**src/rtl/im_loader.sv**
```systemverilog
// im_loader
//
// Byte-addressed instruction memory that sits between the program-load byte
// stream (host/UART) and the CPU fetch stage.
//
//   * After reset the whole array is swept to FILL, one byte per cycle, so a
//     reset always leaves a known all-FILL image, whatever was loaded before.
//   * A load session starts with load_start (carrying load_base). Bytes are
//     then accepted on ld_valid & ld_ready. Each byte is written at an
//     auto-incrementing pointer that wraps modulo DEPTH. The session ends on
//     load_end or once DEPTH bytes have been accepted.
//   * The fetch port returns INST_BYTES consecutive bytes, big-endian, one
//     cycle after fetch_req. While the block is busy (clearing or loading),
//     the port returns the FILL pattern instead of memory contents.
//
// Parameters
//   ADDR_W      byte address width, DEPTH = 2**ADDR_W
//   INST_BYTES  bytes per fetched instruction (>= 1)
//   FILL        byte written by the clear sweep and returned while busy
//
// Ports
//   clk         clock, all state changes on the rising edge
//   rst         asynchronous, active-low reset
//   load_start  begin a load session (only honoured in IDLE)
//   load_base   first write address, sampled with load_start
//   load_end    end the load session (only honoured in LOAD)
//   ld_valid    ld_data carries a byte
//   ld_data     byte to store
//   ld_ready    loader accepts a byte this cycle
//   busy        block is clearing or loading
//   loaded_cnt  bytes accepted in the current/last session
//   fetch_req   fetch request
//   fetch_addr  address of the first (most significant) fetched byte
//   fetch_valid fetch_inst holds a fresh result
//   fetch_inst  fetched instruction
module im_loader #(
    parameter int          ADDR_W     = 8,
    parameter int          INST_BYTES = 2,
    parameter logic [7:0]  FILL       = 8'hFF
) (
    input  logic                    clk,
    input  logic                    rst,
    input  logic                    load_start,
    input  logic [ADDR_W-1:0]       load_base,
    input  logic                    load_end,
    input  logic                    ld_valid,
    input  logic [7:0]              ld_data,
    output logic                    ld_ready,
    output logic                    busy,
    output logic [ADDR_W:0]         loaded_cnt,
    input  logic                    fetch_req,
    input  logic [ADDR_W-1:0]       fetch_addr,
    output logic                    fetch_valid,
    output logic [8*INST_BYTES-1:0] fetch_inst
);

    localparam int              DEPTH    = 2 ** ADDR_W;
    // Count value just before the array is full.
    localparam logic [ADDR_W:0] CNT_LAST = (ADDR_W + 1)'(DEPTH - 1);

    typedef enum logic [1:0] {
        CLEAR,
        IDLE,
        LOAD
    } state_t;

    state_t                  state;
    state_t                  state_next;

    logic [7:0]              mem [DEPTH];

    logic [ADDR_W-1:0]       clr_ptr;
    logic [ADDR_W-1:0]       wr_ptr;
    logic                    accept;

    logic                    mem_we;
    logic [ADDR_W-1:0]       mem_waddr;
    logic [7:0]              mem_wdata;

    logic [ADDR_W-1:0]       rd_addr;
    logic [8*INST_BYTES-1:0] fetch_word;

    // ld_ready depends only on the state register, so a byte is accepted
    // without any combinational path from ld_valid back to ld_ready.
    assign accept = ld_valid & ld_ready;

    // State register. Reset always restarts the clear sweep.
    always_ff @(posedge clk or negedge rst) begin
        if (!rst) begin
            state <= CLEAR;
        end else begin
            state <= state_next;
        end
    end

    // Next-state logic. The sweep cannot exit early: it leaves CLEAR only
    // after writing the last address. A load ends on load_end, or when an
    // accepted byte fills all DEPTH locations.
    always_comb begin
        state_next = state;
        case (state)
            CLEAR: begin
                if (&clr_ptr) begin
                    state_next = IDLE;
                end
            end
            IDLE: begin
                if (load_start) begin
                    state_next = LOAD;
                end
            end
            LOAD: begin
                if (load_end || (accept && (loaded_cnt == CNT_LAST))) begin
                    state_next = IDLE;
                end
            end
            default: begin
                state_next = CLEAR;
            end
        endcase
    end

    // Output and write-port decode. The memory has one write port: the
    // sweep owns it during CLEAR, and the byte stream owns it during LOAD.
    always_comb begin
        busy      = 1'b1;
        ld_ready  = 1'b0;
        mem_we    = 1'b0;
        mem_waddr = clr_ptr;
        mem_wdata = FILL;
        case (state)
            CLEAR: begin
                mem_we = 1'b1;
            end
            IDLE: begin
                busy = 1'b0;
            end
            LOAD: begin
                ld_ready  = 1'b1;
                mem_we    = ld_valid;
                mem_waddr = wr_ptr;
                mem_wdata = ld_data;
            end
            default: begin
                busy = 1'b1;
            end
        endcase
    end

    // Sweep and load pointers. loaded_cnt keeps its final value through
    // IDLE, so software can read back how much was loaded.
    always_ff @(posedge clk or negedge rst) begin
        if (!rst) begin
            clr_ptr    <= '0;
            wr_ptr     <= '0;
            loaded_cnt <= '0;
        end else begin
            if (state == CLEAR) begin
                clr_ptr <= clr_ptr + ADDR_W'(1);
            end
            if ((state == IDLE) && load_start) begin
                wr_ptr     <= load_base;
                loaded_cnt <= '0;
            end else if (accept) begin
                wr_ptr     <= wr_ptr + ADDR_W'(1);
                loaded_cnt <= loaded_cnt + (ADDR_W + 1)'(1);
            end
        end
    end

    // Storage array. It is deliberately left out of reset: the clear sweep
    // provides the known contents.
    always_ff @(posedge clk) begin
        if (mem_we) begin
            mem[mem_waddr] <= mem_wdata;
        end
    end

    // Gather INST_BYTES bytes big-endian. The address wraps naturally
    // through the ADDR_W-bit add.
    always_comb begin
        fetch_word = '0;
        rd_addr    = fetch_addr;
        for (int k = 0; k < INST_BYTES; k++) begin
            rd_addr = fetch_addr + ADDR_W'(k);
            fetch_word[8*(INST_BYTES-1-k) +: 8] = mem[rd_addr];
        end
    end

    // Registered fetch port. The array is read before the same edge's write
    // lands, so a same-cycle write returns the old byte. The FILL
    // substitution uses the state at the sampling edge. fetch_inst holds its
    // value between requests.
    always_ff @(posedge clk or negedge rst) begin
        if (!rst) begin
            fetch_valid <= 1'b0;
            fetch_inst  <= {INST_BYTES{FILL}};
        end else begin
            fetch_valid <= fetch_req;
            if (fetch_req) begin
                fetch_inst <= busy ? {INST_BYTES{FILL}} : fetch_word;
            end
        end
    end

endmodule

```
**config.mk**
```make
export PLATFORM = sky130hd
export DESIGN_NAME = im_loader
export DESIGN_NICKNAME = d
export VERILOG_FILES = /design/src/rtl/im_loader.sv
export SDC_FILE = /design/constraint.sdc
export NUM_CORES = 2
export LEC_CHECK = 0
export ABC_AREA = 0
export CAP_MARGIN = 20
export CORE_UTILIZATION = 55
export CTS_CLUSTER_DIAMETER = 100
export CTS_CLUSTER_SIZE = 40
export DETAILED_ROUTE_END_ITERATION = 10
export DONT_BUFFER_PORTS = 1
export GPL_ROUTABILITY_DRIVEN = 0
export PLACE_DENSITY = 0.7
export SKIP_LAST_GASP = 1
export SLEW_MARGIN = 20
export SYNTH_ARGS = -nofsm -noshare
export SYNTH_HDL_FRONTEND = slang
export SYNTH_SLANG_ARGS = --single-unit
```
**constraint.sdc**
```tcl
create_clock -name clk -period 11.4 [get_ports clk]
set_input_delay 1.14 -clock clk [delete_from_list [all_inputs] [get_ports clk]]
set_output_delay 1.14 -clock clk [all_outputs]
set_load 0.02 [all_outputs]
```
==> reports/metrics.cfg <==
[logic_synthesis]
async_flop_share_pct=2.103
synth-xor-area-share_pct=0.1941
synth_simple_gate_area_share_pct=4.407
synth_seq_cells=2092
synthAdderAreaFrac_pct=0.06343
synth_cell_types=86
synthTopCellsByArea=edfxtp_1 (62%), mux4_2 (24%), mux2i_1 (1.9%)
synth-compound-area-share_pct=3.319
synth_top_family_by_area=multiplexers
synth_top_area_share_pct=62.35
syn_area_per_cell_um2=18.84
synth.largest_area_cell=edfxtp_1
seq_area_frac_synth_pct=63.49
synth_edf_count=2048
synthMuxAreaShare_pct=25.90
syn-num-nets=5270
yosysWarnings=0
syn_area_um2=98630
syn_inst=5235
ys.flop_type=edfxtp_1

[clock_network]
cts_root_buf=clkbuf_16
cts.reportedPaths.clkPinSlew_ps=150
ctsResizeCount=0
htree_num_levels=2
clock_sinks=2092
cts_tree=built
clockBufferDepth=3
clk-insertion-delay-late_ps=840
cts_buffers=61

[worst_setup_path]
r2r-end=mem[141][1]$_DFFE_PP_
crit_end=fetch_inst[0]$_DFFE_PN1P_
cp_max_fo=176
reg2reg_slack_ps=6310
cpMaxStageDelayCell=ha_4
crit_required_ps=12130
worstPathCellList=buf_16 > buf_16 > ha_4 > buf_4 > buf_4 > mux4_2 > mux4_2 > a22oi_1 > nand4_1 > nand3_1 > a41oi_1
cp-startpoint=fetch_addr[1]
startpoint_type=input port
critPathKind=input port to flip-flop
critPathCaptureType=flip-flop
cpPeakStageDelay_ps=790
reg2regPathDepth=7
r2r-start=state[0]$_DFFE_PN0P_
crit_arrival_ps=6980

[placed_design]
place_inst=7298
io_buffers=0
dpl.hpwl_um=186700

[timing]
slew-limit-headroom_pct=-11.19
setup_viol=0
rsz0062_at_grt=false
setup-tns-final_ps=0
fmax_ghz=0.1603
worstMarginPinSlew_ps=1668
drv_slew=91
period_needed_ps=6240
finClkSkew_ps=82.56
final-hold-violation-count=0
fin_crit_sh_pct=54.74
whs_ps=24.52

[global_routing]
grt_max_degree=951
grt-ovfl-total=0
grt_pass1_vias=55090
grt_util_all_layers_pct=33.75
grt_pass1_wl_um=425000
antenna_found_initial=10

[power_and_ir_drop]
netSwitchingFraction_pct=28.00
p_switching_mw=4.104
power.density_nw_per_um2=142.9
max-vdd-ir-drop_uv=138.2
p_leak_nw=30.47
clockPowerShare_pct=23.0
power.internal_mw=10.55
seqPwrFrac_pct=60.1
combinationalPowerShare_pct=16.9

[floorplan]
row_count=155
core_um2=178200
die_area_um2=181000
dieHeight_um=425.5
ios=58
initial_core_util_pct=55.34
die_w_um=425.5

[layout]
nNetsFinal=5055
drive_above_1_share_pct=26.77
seq_area_um2=62620
fin_cells=7434
area_growth_syn_to_layout_pct=4.013
multi_input_area_um2=33720
fillers=12960

[outcome]
violations=max-slew violations
outcome=complete, but fails checks

[drt]
ant_nets=0
wl_um=304800
via_count=57020
wl_per_cell_um=41.00
dr.pass1.iters=7
first_iter_violations=9468
route.detailed.drc=0
post_drt_via_cell_ratio=7.671

[flow_run]
drv_cap=0

[hold_path]
worstHoldPathType=input port to asynchronous set/reset pin

==> power by group through the flow <==
| stage | logic, mW | registers, mW | clock network, mW |
|---|---|---|---|
| after global placement | 2.21 | 8.97 | 0 |
| final | 2.47 | 8.81 | 3.38 |
| after floorplan | 1.48 | 8.96 | 0 |
| after detailed placement | 2.24 | 8.98 | 0 |
| after global routing | 2.51 | 8.82 | 3.57 |
| after CTS | 2.24 | 8.80 | 3.36 |
==> how the worst min path moves through the flow <==
stage / from / endpoint
global route: rst / loaded_cnt[4]$_DFFE_PN0P_
detailed placement: clr_ptr[7]$_DFFE_PN0P_ / clr_ptr[7]$_DFFE_PN0P_
CTS: rst / loaded_cnt[2]$_DFFE_PN0P_
finish: rst / loaded_cnt[5]$_DFFE_PN0P_
global placement: state[1]$_DFFE_PN0P_ / state[0]$_DFFE_PN0P_
floorplan: state[1]$_DFFE_PN0P_ / state[0]$_DFFE_PN0P_
==> worst max-delay path, delay by kind of cell <==
family / cells / cell delay [ps]
fa+ha+maj: 1 / 790
compound gates: 2 / 480
mux: 2 / 1140
buf+inv: 4 / 2590
simple gates: 2 / 650
==> stage by stage <==
stage,total power [mW],instance area (um2),util [%],worst slack (ps)
floorplan,10.44,98630,-,5853
global placement,11.18,100200,56.23,4998
detailed placement,11.21,100300,56.27,5138
CTS,14.41,102200,57.35,5989
global route,14.91,102600,57.54,4628
finish,14.66,102600,57.56,5160
==> Yosys cell counts (6+ instances only) <==
cell      count
nor3_1       21
o21ai_0      40
xnor2_1      13
and2_1       19
edfxtp_1   2048
a311o_1       6
a21oi_1      59
mux2i_1     190
a22oi_1      51
and3_1        7
nand2_1     348
buf_1        14
a32oi_1      15
inv_1         7
clkbuf_1    111
mux4_2     1046
buf_12        8
or3_1         8
dfstp_2      16
nor2_1      332
a22o_1       11
nor4_1       25
a31oi_1      31
o21ai_1      16
buf_2       147
nor2b_1      10
o221ai_1     25
nand3_1     160
a221oi_1     28
nand3b_1     17
o31ai_1       8
xor2_1        7
a211oi_1     25
mux2_2        8
buf_6        43
o211ai_1     14
buf_4        81
dfrtp_1      28
a41oi_1      11
a311oi_1     15
o22ai_1      58
nand2b_1     11
nand4_1      23
==> metal layers <==
metal	share of wire, %	vias to the layer above	global-route usage (%)
li1	-	21670	-
met1	35	30040	45.75
met2	44	4444	48.78
met3	15	862	11.05
met4	6.4	12	18.23
met5	0.049	-	0
==> sequential cells by signal, summed over array words and instances, names as in the netlist <==
signal       flops
fetch_valid      1
clr_ptr          8
loaded_cnt       9
state            2
mem           2048
fetch_inst      16
wr_ptr           8
==> layout by cell type, fill, tap and decap left out, types with 51 or more instances in the layout <==
master	count
mux4_2	1046
clkbuf_16	62
buf_4	110
o22ai_1	58
nand3_1	156
a22oi_1	51
mux2i_1	190
nand2_1	348
edfxtp_1	2048
nor2_1	309
a21oi_1	58
==> logic make-up after synthesis <==
kind of cell / Yosys count
and+or+nand+nor: 995
AOI/OAI and AO/OA: 456
buffers and inverters: 422
DFF: 2092
xor gates and xnor gates: 21
adders and majority gates: 5
muxes: 1244
==> final cells by class <==
type	count	area share [%]
Clock inverter	20	0.2354
Sequential cell	2092	61.04
Tap cell	2355	2.872
Timing Repair Buffer	132	1.290
Clock buffer	89	1.611
Inverter	12	0.04879
Antenna cell	13	0.03171
Multi-Input combinational cell	2721	32.87
==> repair_timing <==
action / CTS / global route
setup buffers: 0 / 0
hold endpoints to repair: 25 / 0
hold buffers: 1 / 0
(Power assumes the default switching activity.)
